## config.mk

```make
export PLATFORM = sky130hd
export DESIGN_NAME = btn_conditioner
export DESIGN_NICKNAME = d
export VERILOG_FILES = /design/src/rtl/btn_conditioner.sv
export SDC_FILE = /design/constraint.sdc
export NUM_CORES = 1
export LEC_CHECK = 0
export ABC_AREA = 0
export CORE_ASPECT_RATIO = 0.8
export CORE_MARGIN = 5
export CORE_UTILIZATION = 56
export DETAILED_ROUTE_END_ITERATION = 10
export GPL_TIMING_DRIVEN = 0
export PLACE_DENSITY = 0.76
export SYNTH_ARGS = -nofsm -noshare
export SYNTH_HDL_FRONTEND = slang
export SYNTH_SLANG_ARGS = --single-unit
```

## constraint.sdc

```tcl
create_clock -name clk -period 2.1 [get_ports clk]
set_input_delay 0.42 -clock clk [delete_from_list [all_inputs] [get_ports clk]]
set_output_delay 0.42 -clock clk [all_outputs]
set_load 0.005 [all_outputs]
```

## src/rtl/btn_conditioner.sv

```systemverilog
// Multi-channel pushbutton conditioner: synchronise, debounce, press/release
// edge pulses and optional auto-repeat while a button stays held.
module btn_conditioner #(
  parameter int              N_CH          = 3,
  parameter int              STABLE_CYCLES = 1000000,
  parameter int              REPEAT_DELAY  = 50000000,
  parameter int              REPEAT_RATE   = 10000000,
  parameter logic [N_CH-1:0] REPEAT_EN     = '1,
  parameter logic [N_CH-1:0] ACTIVE_LOW    = '0
) (
  input  logic            clk,
  input  logic            clr,
  input  logic [N_CH-1:0] btn_in,
  output logic [N_CH-1:0] btn_level,
  output logic [N_CH-1:0] btn_press,
  output logic [N_CH-1:0] btn_release,
  output logic [N_CH-1:0] btn_repeat
);

  // state    | meaning
  // RELEASED | debounced level is 0, repeat counter idle at 0
  // HELD     | debounced level is 1, repeat counter running
  typedef enum logic {RELEASED = 1'b0, HELD = 1'b1} state_t;

  localparam int SW   = $clog2(STABLE_CYCLES + 1);
  localparam int RMAX = (REPEAT_DELAY > REPEAT_RATE) ? REPEAT_DELAY : REPEAT_RATE;
  localparam int RW   = $clog2(RMAX + 1);

  localparam logic [SW-1:0] STABLE_TC = SW'(STABLE_CYCLES - 1);
  localparam logic [RW-1:0] DELAY_TC  = RW'(REPEAT_DELAY - 1);
  localparam logic [RW-1:0] RATE_TC   = RW'(REPEAT_RATE - 1);

  logic [N_CH-1:0] s1;
  logic [N_CH-1:0] s2;

  // Polarity-normalise raw inputs, then two-flop synchronise them.
  always_ff @(posedge clk) begin
    if (clr) begin
      s1 <= '0;
      s2 <= '0;
    end else begin
      s1 <= btn_in ^ ACTIVE_LOW;
      s2 <= s1;
    end
  end

  for (genvar ch = 0; ch < N_CH; ch++) begin : g_ch
    logic [SW-1:0] stab_cnt;
    logic          level_q;
    logic          press_q;
    logic          release_q;
    logic          toggle;
    logic          level_d;
    state_t        state_q;
    state_t        state_d;
    logic [RW-1:0] rep_cnt;
    logic          rep_done;
    logic          rep_hit;
    logic          repeat_q;

    // A level change is accepted on the edge where the counter sits at terminal count.
    always_comb begin
      toggle  = (s2[ch] != level_q) && (stab_cnt == STABLE_TC);
      level_d = level_q ^ toggle;
    end

    // Stability counter, debounced level and registered edge pulses.
    always_ff @(posedge clk) begin
      if (clr) begin
        stab_cnt  <= '0;
        level_q   <= 1'b0;
        press_q   <= 1'b0;
        release_q <= 1'b0;
      end else begin
        if ((s2[ch] == level_q) || toggle) begin
          stab_cnt <= '0;
        end else begin
          stab_cnt <= stab_cnt + 1'b1;
        end
        level_q   <= level_d;
        press_q   <= toggle & ~level_q;
        release_q <= toggle & level_q;
      end
    end

    // FSM state register.
    always_ff @(posedge clk) begin
      if (clr) begin
        state_q <= RELEASED;
      end else begin
        state_q <= state_d;
      end
    end

    // FSM next state follows the debounced level as it is being written.
    always_comb begin
      state_d = state_q;
      case (state_q)
        RELEASED: if (level_d)  state_d = HELD;
        HELD:     if (!level_d) state_d = RELEASED;
        default:  state_d = RELEASED;
      endcase
    end

    // FSM output: repeat hit only while staying HELD, so never on press or release edges.
    always_comb begin
      rep_hit = 1'b0;
      if (REPEAT_EN[ch] && (state_q == HELD) && (state_d == HELD)) begin
        rep_hit = rep_done ? (rep_cnt == RATE_TC) : (rep_cnt == DELAY_TC);
      end
    end

    // Repeat counter: restarts on entry to HELD and after every repeat pulse.
    always_ff @(posedge clk) begin
      if (clr) begin
        rep_cnt  <= '0;
        rep_done <= 1'b0;
        repeat_q <= 1'b0;
      end else begin
        if ((state_q != HELD) || (state_d != HELD)) begin
          rep_cnt  <= '0;
          rep_done <= 1'b0;
        end else if (rep_hit) begin
          rep_cnt  <= '0;
          rep_done <= 1'b1;
        end else if (REPEAT_EN[ch]) begin
          rep_cnt  <= rep_cnt + 1'b1;
        end
        repeat_q <= rep_hit;
      end
    end

    assign btn_level[ch]   = level_q;
    assign btn_press[ch]   = press_q;
    assign btn_release[ch] = release_q;
    assign btn_repeat[ch]  = repeat_q;
  end

endmodule
```

# ---- Yosys cells after proc, flatten, opt, wreduce, memory -nomap -nowiden
# Cells that the tools add are included.
dict set report word_totals {
  ff_bits 162
  latch_bits 0
  ramBits 0
  rom_bits 0
  in_bits 5
  output_inout_bits 12
  wordCells 95
  mem_count 0
}
dict set report classes {
  addsub 6
  multipliers 0
  n_div 0
  magnitude_cmp 0
  n_eq_ne 15
  n_shift 0
  muxes 9
  n_bitwise 18
  reduce_logical 21
}
# cell n
set ops {}
lappend ops {{adder 26 x 1 -> 26 bit, second input constant} 3}
lappend ops {{== test 26 x 24 -> 1 bit, second input constant} 3}
lappend ops {{== test 26 bit, second input constant} 3}
lappend ops {{adder 20 x 1 -> 20 bit, second input constant} 3}
lappend ops {{== test 20 bit, second input constant} 3}
lappend ops {{OR reduction 2 bit} 6}
lappend ops {{two-way mux 1 bit} 9}
lappend ops {{inverter 1 bit} 9}
lappend ops {{OR reduction 3 bit} 3}
lappend ops {{AND 1 bit} 6}
lappend ops {{logical AND 1 bit} 6}
lappend ops {{logical OR 1 bit} 6}
lappend ops {{== test 1 bit} 3}
lappend ops {{!= test 1 bit} 3}
lappend ops {{XOR 1 bit} 3}

# ---- Logic depth before layout (Yosys ltp)
# Gate-level depths: netlist (run 1).
dict set report logic_depth {
  word_depth 7
  ltp_mapped 7
  mapped_depth_nobuf 5
}

# ---- Least setup slack after synthesis (run 1)
# OpenSTA, ideal clock, no wires.
dict set report synth_path {
  path_kind {reg-to-reg}
  startpoint {reg g_ch[2].stab_cnt[0]}
  endpoint {reg g_ch[2].rep_cnt[1]}
  setup_ps 144
  arrival_ps 1998
  required_time_ps 1956
  slack_ps -41
  stages_incl_launch_ff 8
  path_buffers 2
  synth_period_minus_slack_ps 2141
  cell_sequence {dfxtp_1 -> ha_1 -> nand3_1 -> or4_1 -> clkbuf_1 -> o31ai_4 -> buf_6 -> nor3b_1}
}
dict set report synth_via {
  elab_chain_cells 7
  elab_cells_between_ends 9
  cone_classes {eq/ne: 1; mux: 2; bitwise: 2; reduce/logical: 4}
}
# item line
set synth_lines {}
lappend synth_lines {{from (decl)} 48} ;# logic [SW-1:0] stab_cnt;
lappend synth_lines {{from (signal assigned)} 78} ;# stab_cnt <= stab_cnt + 1'b1;
lappend synth_lines {{== test 20 bit (*)} 63} ;# toggle = (s2[ch] != level_q) && (stab_cnt == STABLE_TC);
lappend synth_lines {{logical AND 1 bit (*)} 63}
lappend synth_lines {{XOR 1 bit (*)} 64} ;# level_d = level_q ^ toggle;
lappend synth_lines {{two-way mux 1 bit (*)} {99, 100}}
lappend synth_lines {{logical AND 1 bit or inverter 1 bit (tied branches)} {108, 120}}
lappend synth_lines {{two-way mux 1 bit or logical OR 1 bit (tied branches)} {108, 120}}
lappend synth_lines {{OR reduction 3 bit (no source line) (*)} --}
lappend synth_lines {{to (signal assigned)} 127} ;# rep_cnt <= rep_cnt + 1'b1;
lappend synth_lines {{to (decl)} 56} ;# logic [RW-1:0] rep_cnt;
# Mark *: on every way between the ends. The rest lies on a longest branch, timed or not.
# A chain may end at the register's enable or synchronous reset.

# ---- Worst setup path after layout (run 1)
dict set report layout_path {
  startpoint {reg g_ch[0].stab_cnt[0]}
  endpoint {reg g_ch[0].rep_cnt[7]}
}
dict set report layout_via {
  elab_chain_cells 7
  elab_cells_between_ends 9
  cone_classes {eq/ne: 1; mux: 2; bitwise: 2; reduce/logical: 4}
}
# item line
set layout_lines {}
lappend layout_lines {{from (decl)} 48}
lappend layout_lines {{from (signal assigned)} 78}
lappend layout_lines {{== test 20 bit (*)} 63}
lappend layout_lines {{logical AND 1 bit (*)} 63}
lappend layout_lines {{XOR 1 bit (*)} 64}
lappend layout_lines {{two-way mux 1 bit (*)} {99, 100}}
lappend layout_lines {{logical AND 1 bit or inverter 1 bit (tied branches)} {108, 120}}
lappend layout_lines {{two-way mux 1 bit or logical OR 1 bit (tied branches)} {108, 120}}
lappend layout_lines {{OR reduction 3 bit (no source line) (*)} --}
lappend layout_lines {{to (signal assigned)} 127}
lappend layout_lines {{to (decl)} 56}
# Marked as above.

==> results of run 1 <==
-- how the worst max path moves through the flow --
stage                                      end  slack [ns]  cells past startpoint
after floorplan             g_ch[2].rep_cnt[1]      -0.003                      7
after global placement      g_ch[2].rep_cnt[1]       -0.27                      7
after detailed placement    g_ch[2].rep_cnt[1]       -0.29                      7
after CTS                  g_ch[1].stab_cnt[9]       0.002                      7
after global routing      g_ch[0].stab_cnt[19]       -0.09                      5
final                       g_ch[0].rep_cnt[7]        0.04                      8
-- worst register-to-register path: stages (launching register included) --
cell	delay, ns
dfxtp_4	0.37
ha_4	0.16
nand3_4	0.08
or4_4	0.56
clkbuf_8	0.17
o311ai_4	0.22
buf_6	0.19
buf_6	0.14
nor3_1	0.06
-- where the power goes --
group / internal, mW / total (mW) / switching (mW)
combinational: 0.0198 / 0.0453 / 0.0256
sequential: 3.01 / 3.02 / 0.00804
clock: 1.84 / 3.04 / 1.21
-- layer usage --
metal	global-route usage [%]	share of wire (%)	up-vias
li1	-	-	3260
met1	28.1	46	3181
met2	35.3	48	179
met3	5.03	4.8	33
met4	7.42	1.5	0
met5	0	0	-
-- sequential cells by signal, indices dropped and copies added (netlist names), named ones only --
signal and flops:
g_ch.rep_cnt 78, g_ch.release_q 3, g_ch.repeat_q 3, s2 3, s1 3, g_ch.rep_done 3
g_ch.press_q 3, g_ch.stab_cnt 60
-- cell families (layout without fill, tap and decap cells) --
family | Yosys count | after routing | share of synthesized area, %
compound gates | 118 | 118 | 11.9
xor+xnor | 80 | 80 | 9.28
fa+ha+maj | 6 | 6 | 0.995
buf+inv | 77 | 153 | 5.21
flops | 159 | 159 | 42.2
simple gates | 404 | 404 | 30.5
-- per-stage QoR --
step	instance area, um2	utilization (%)	total power [mW]	cells	hold WS [ns]
after detailed placement	8000	59.7	3.14	1040	0.431
final	9130	68.1	6.11	1100	0.447
after floorplan	7620	-	3.12	844	0.407
after global routing	9130	68.1	6.32	1100	0.464
after global placement	8000	59.7	3.13	1040	0.416
after CTS	8810	65.7	6.18	1085	0.455
-- cell usage after synthesis (8+ instances only) --
library cell	number	share of area (%)
nor4_1	18	1.5
nor2_1	58	2.9
nor4b_1	13	1.5
xnor2_1	51	5.9
and4_1	9	1.0
inv_1	29	1.4
o21ai_0	28	1.9
o31ai_1	16	1.6
or3_1	32	2.7
buf_4	16	1.6
clkbuf_1	16	0.80
xor2_1	29	3.4
nor2b_1	8	0.66
nand2_1	43	2.1
nand3_1	46	3.1
and3_1	10	0.83
buf_2	9	0.60
dfxtp_1	159	42
a21oi_1	17	1.1
nor3_1	62	4.1
nand4_1	44	3.6
a211oi_1	34	3.4
or4_1	27	2.7
-- area by class of cell --
cell class,count,area (um2)
fillers,1028,4280
multi-input cells,608,4180
flip-flops and latches,159,3230
clock buffers,22,474
repair buffers,49,445
plain buffers,44,359
well taps,180,225
clock inverters,9,109
inverters,29,109
-- what timing repair did --
action,4_1_cts,5_1_grt
buffers inserted,15,15
gates resized for setup,27,65
pin swaps,10,13
gates cloned,1,2
endpoints found under the setup margin,118,118
==> flow_summary.json, run 1 <==
{
  "outcome": "finished clean",
  "first_pass_iters": 7,
  "dieWidth_um": 140,
  "tns_ns": 0,
  "die_h_um": 114,
  "timing.rr.end": "g_ch[0].rep_cnt[7]",
  "die_area_mm2": 0.0159,
  "hold_viol": 0,
  "gp_congestion": 0.869,
  "path_buf_inv": 3,
  "min_path_cells": 1,
  "synth.distinct_cells": 52,
  "crit_fanout": 6,
  "cp-startpoint": "g_ch[0].stab_cnt[0]",
  "cp.required_ns": 2.40,
  "cp_cell_sequence": "ha_4 > nand3_4 > or4_4 > clkbuf_8 > o311ai_4 > buf_6 > buf_6 > nor3_1",
  "rrSetupSlack_ns": 0.04,
  "routedWlPerCell_um": 15.7,
  "synth_seq_cells": 159,
  "first_iter_violations": 493,
  "drive_gt1_share_pct": 19.2,
  "setup.worst_path.start_class": "flip-flop",
  "rows": 38,
  "tightest_slew_ns": 0.583,
  "synthCells": 844,
  "worstHoldStart": "g_ch[0].rep_cnt[0]",
  "max_freq_ghz": 0.485,
  "ir_worst_vdd_uv": 573,
  "vias": 6653,
  "io_pins": 17,
  "hold_class": "reg -> reg",
  "crit_top_cell": "buf_6",
  "finalCriticalPeriod_ns": 2.06,
  "mostFrequentLayoutCell": "dfxtp_1",
  "yosys_warnings": 0,
  "drc": 0,
  "skew_ns": 0.00848,
  "area_growth_pct": 21.0,
  "antenna_cells": 0,
  "synthFlopType": "dfxtp_1",
  "slew_violations": 0,
  "grt_pass1_vias": 6253,
  "grt_setup_unrepaired": "true",
  "grt_pass1_wl_mm": 28.8,
  "via_per_inst": 6.05,
  "synth_edf_count": 0,
  "cpLargestDelayFamily": "simple AND/OR/NAND/NOR gates",
  "grt_usage_pct": 21.5,
  "cts_buffer_depth": 2,
  "mostFrequentLayoutCells": "dfxtp_1, nor3_1, nor2_1",
  "slew_headroom_pct": 60.6,
  "fin_crit_sh_pct": 98.2,
  "core_mm2": 0.0134,
  "cpPeakStageDelay_ns": 0.56,
  "cts.sinks": 159,
  "preCtsSetupSlack_ns": -0.289,
  "holdPathEnd": "g_ch[0].rep_cnt[0]",
  "drv_cap": 0,
  "htree_num_levels": 4,
  "drt_wl_total_mm": 17.3,
  "worstSetupEndpointType": "flip-flop",
  "hpwlAfterDp_mm": 11.4,
  "power_density_mw_per_mm2": 669,
  "cts_buffers": 17,
  "clock_latency_ns": 0.43,
  "r2r_start": "g_ch[0].stab_cnt[0]",
  "start_util_pct": 56.3,
  "cts_hold_buf": 0,
  "cts_root_buf": "clkbuf_16",
  "rr_worst_depth": 8,
  "slowest_stage": "or4_4",
  "yosysSeqAreaShare_pct": 42.2,
  "grt_max_degree": 17,
  "path_clk_slew_ns": 0.06,
  "syn_nets": 855,
  "nets": 919,
  "overflow": 0,
  "antenna_left": 0,
  "worstPathArrival_ns": 2.37,
  "cts_tree": "built",
  "path_class": "reg -> reg",
  "io_buffers": 16,
  "mappedNetlistArea_mm2": 0.00755,
  "finalWorstSetupSlack_ns": 0.0368,
  "antenna_found_initial": 0,
  "leakagePower_nw": 2.60,
  "finalSetupViolCount": 0,
  "syn_area_per_cell_um2": 8.94,
  "async_flop_share_pct": 0
}
Note: power is estimated with default switching activity, not from simulation.
==> run 2, diff against run 1 <==
--- a/config.mk
+++ b/config.mk
@@ -8,10 +8,12 @@
 export ABC_AREA = 0
 export CORE_ASPECT_RATIO = 0.8
 export CORE_MARGIN = 5
-export CORE_UTILIZATION = 56
+export CORE_UTILIZATION = 55
 export DETAILED_ROUTE_END_ITERATION = 10
 export GPL_TIMING_DRIVEN = 0
-export PLACE_DENSITY = 0.76
+export PLACE_DENSITY = 0.75
+export SETUP_SLACK_MARGIN = 0.5
+export SLEW_MARGIN = 30
 export SYNTH_ARGS = -nofsm -noshare
 export SYNTH_HDL_FRONTEND = slang
 export SYNTH_SLANG_ARGS = --single-unit
==> flow_summary.json, run 2 (synthesized netlist as in run 1, its figures left out) <==
{
  "worstSetupEndpointType": "flip-flop",
  "crit_fanout": 5,
  "multiInputGateArea_mm2": 0.00499,
  "timing.rr.end": "g_ch[0].rep_done",
  "mostFrequentLayoutCell": "dfxtp_1",
  "nFillCells": 735,
  "finalCriticalPeriod_ns": 2.03,
  "outcome": "finished clean",
  "first_pass_iters": 7,
  "via_per_inst": 6.34,
  "cpLargestDelayFamily": "simple AND/OR/NAND/NOR gates",
  "path_class": "reg -> reg",
  "worstPathArrival_ns": 2.34,
  "stdcell_area_mm2": 0.0110,
  "worstHoldStart": "s1[1]",
  "rrSetupSlack_ns": 0.07,
  "finalWorstSetupSlack_ns": 0.0711,
  "slowest_stage": "or4_4",
  "cts_buffer_depth": 2,
  "cts_root_buf": "clkbuf_16",
  "max_freq_ghz": 0.493,
  "leakagePower_nw": 3.29,
  "io_pins": 17,
  "cts.sinks": 159,
  "drc": 0,
  "overflow": 0,
  "clock_latency_ns": 0.43,
  "ir_worst_vdd_uv": 626,
  "power_density_mw_per_mm2": 577,
  "drv_cap": 0,
  "start_util_pct": 55.9,
  "regMostFlops": "g_ch.rep_cnt",
  "cp.required_ns": 2.41,
  "fin_crit_sh_pct": 96.6,
  "hold_viol": 0,
  "setup.worst_path.start_class": "flip-flop",
  "tns_ns": 0,
  "top_regs": "g_ch.rep_cnt x78, g_ch.stab_cnt x60",
  "rr_worst_depth": 8,
  "path_buf_inv": 3,
  "area_growth_pct": 45.7,
  "path_clk_slew_ns": 0.06,
  "holdPathEnd": "s2[1]",
  "first_iter_violations": 506,
  "hold_class": "reg -> reg",
  "register_area_mm2": 0.00332,
  "grt_setup_unrepaired": "true",
  "tightest_slew_ns": 0.454,
  "vias": 7448,
  "antenna_cells": 0,
  "slew_violations": 0,
  "finalSetupViolCount": 0,
  "drt_wl_total_mm": 23.8,
  "min_path_cells": 1,
  "hold_slack_ns": 0.441,
  "cts_tree": "built",
  "fin_cells": 1174,
  "slew_headroom_pct": 69.7,
  "largest_reg_flops": 78,
  "grt_usage_pct": 26.3,
  "routedWlPerCell_um": 20.3,
  "skew_ns": 0.00643,
  "rows": 38,
  "die_area_mm2": 0.0162,
  "r2r_start": "g_ch[0].stab_cnt[1]",
  "cp_cell_sequence": "ha_4 > nand3_4 > or4_4 > buf_8 > o311ai_4 > buf_6 > clkbuf_16 > a21oi_2",
  "drive_gt1_share_pct": 46.2,
  "placed_area_mm2": 0.00850,
  "grt_pass1_wl_mm": 35.2,
  "cp-startpoint": "g_ch[0].stab_cnt[1]",
  "mostFrequentLayoutCells": "dfxtp_1, buf_4, dfxtp_2",
  "antenna_found_initial": 0,
  "cts_buffers": 17,
  "grt_max_degree": 17,
  "io_buffers": 16,
  "antenna_left": 0,
  "cpPeakStageDelay_ns": 0.54,
  "core_mm2": 0.0135,
  "preCtsSetupSlack_ns": -0.339,
  "place_inst": 1040,
  "htree_num_levels": 4,
  "die_h_um": 115,
  "hpwlAfterDp_mm": 12.1,
  "nets": 993,
  "dieWidth_um": 141,
  "gp_congestion": 0.866,
  "grt_pass1_vias": 7281
}
[run 2: cell count changes in the layout (fill, tap and decap cells not counted), moves of 32 or more]
cell     delta
nor3_1     -39
buf_4      +42
dfxtp_1    -48
dfxtp_2    +35
nor2_1     -40
nor3_2     +36
nor2_2     +32
[run 2: area by class of cell]
cell class                      count  area share [%]
Tap cell                          180            2.05
Clock inverter                     12            1.52
Sequential cell                   159            30.2
Timing Repair Buffer              119            11.2
Clock buffer                       19            4.03
Buffer                             48            4.62
Inverter                           29           0.990
Multi-Input combinational cell    608            45.4
[run 2: power by group]
part | switching, mW | total [mW] | leakage [nW] | internal, mW
combinational | 0.0409 | 0.0715 | 1.66 | 0.0306
clock | 1.26 | 3.27 | 0.306 | 2.00
sequential | 0.00746 | 3.00 | 1.33 | 3.00
[run 2: metal layers]
metal,track usage [%],share of wire (%)
met5,0,0
met1,31.8,40
met2,46.5,50
met4,10.5,3.7
met3,5.20,5.6
[run 2: per-stage QoR]
| step | utilization [%] | total power [mW] |
|---|---|---|
| global placement | 62.9 | 3.14 |
| detailed placement | 62.9 | 3.14 |
| finish | 81.4 | 6.34 |
| global route | 81.4 | 6.49 |
| CTS | 76.6 | 6.34 |
| floorplan | - | 3.12 |
[run 2: timing repair]
item                       CTS  global route
hold buffers                 0             0
hold endpoints to repair     0             0
gates resized for setup    169           124
setup endpoints to repair  166           155
setup buffers               75            15
pin swaps                   61            29
gates cloned                 8             5
[run 2: worst max-delay path by stage]
stage                          end  cells after the start
5_1_grt        g_ch[0].rep_cnt[20]                      6
4_1_cts        g_ch[0].rep_cnt[14]                      8
6_report          g_ch[0].rep_done                      8
3_3_place_gp   g_ch[0].rep_cnt[21]                      7
2_1_floorplan  g_ch[0].rep_cnt[21]                      7
3_5_place_dp   g_ch[0].rep_cnt[22]                      7
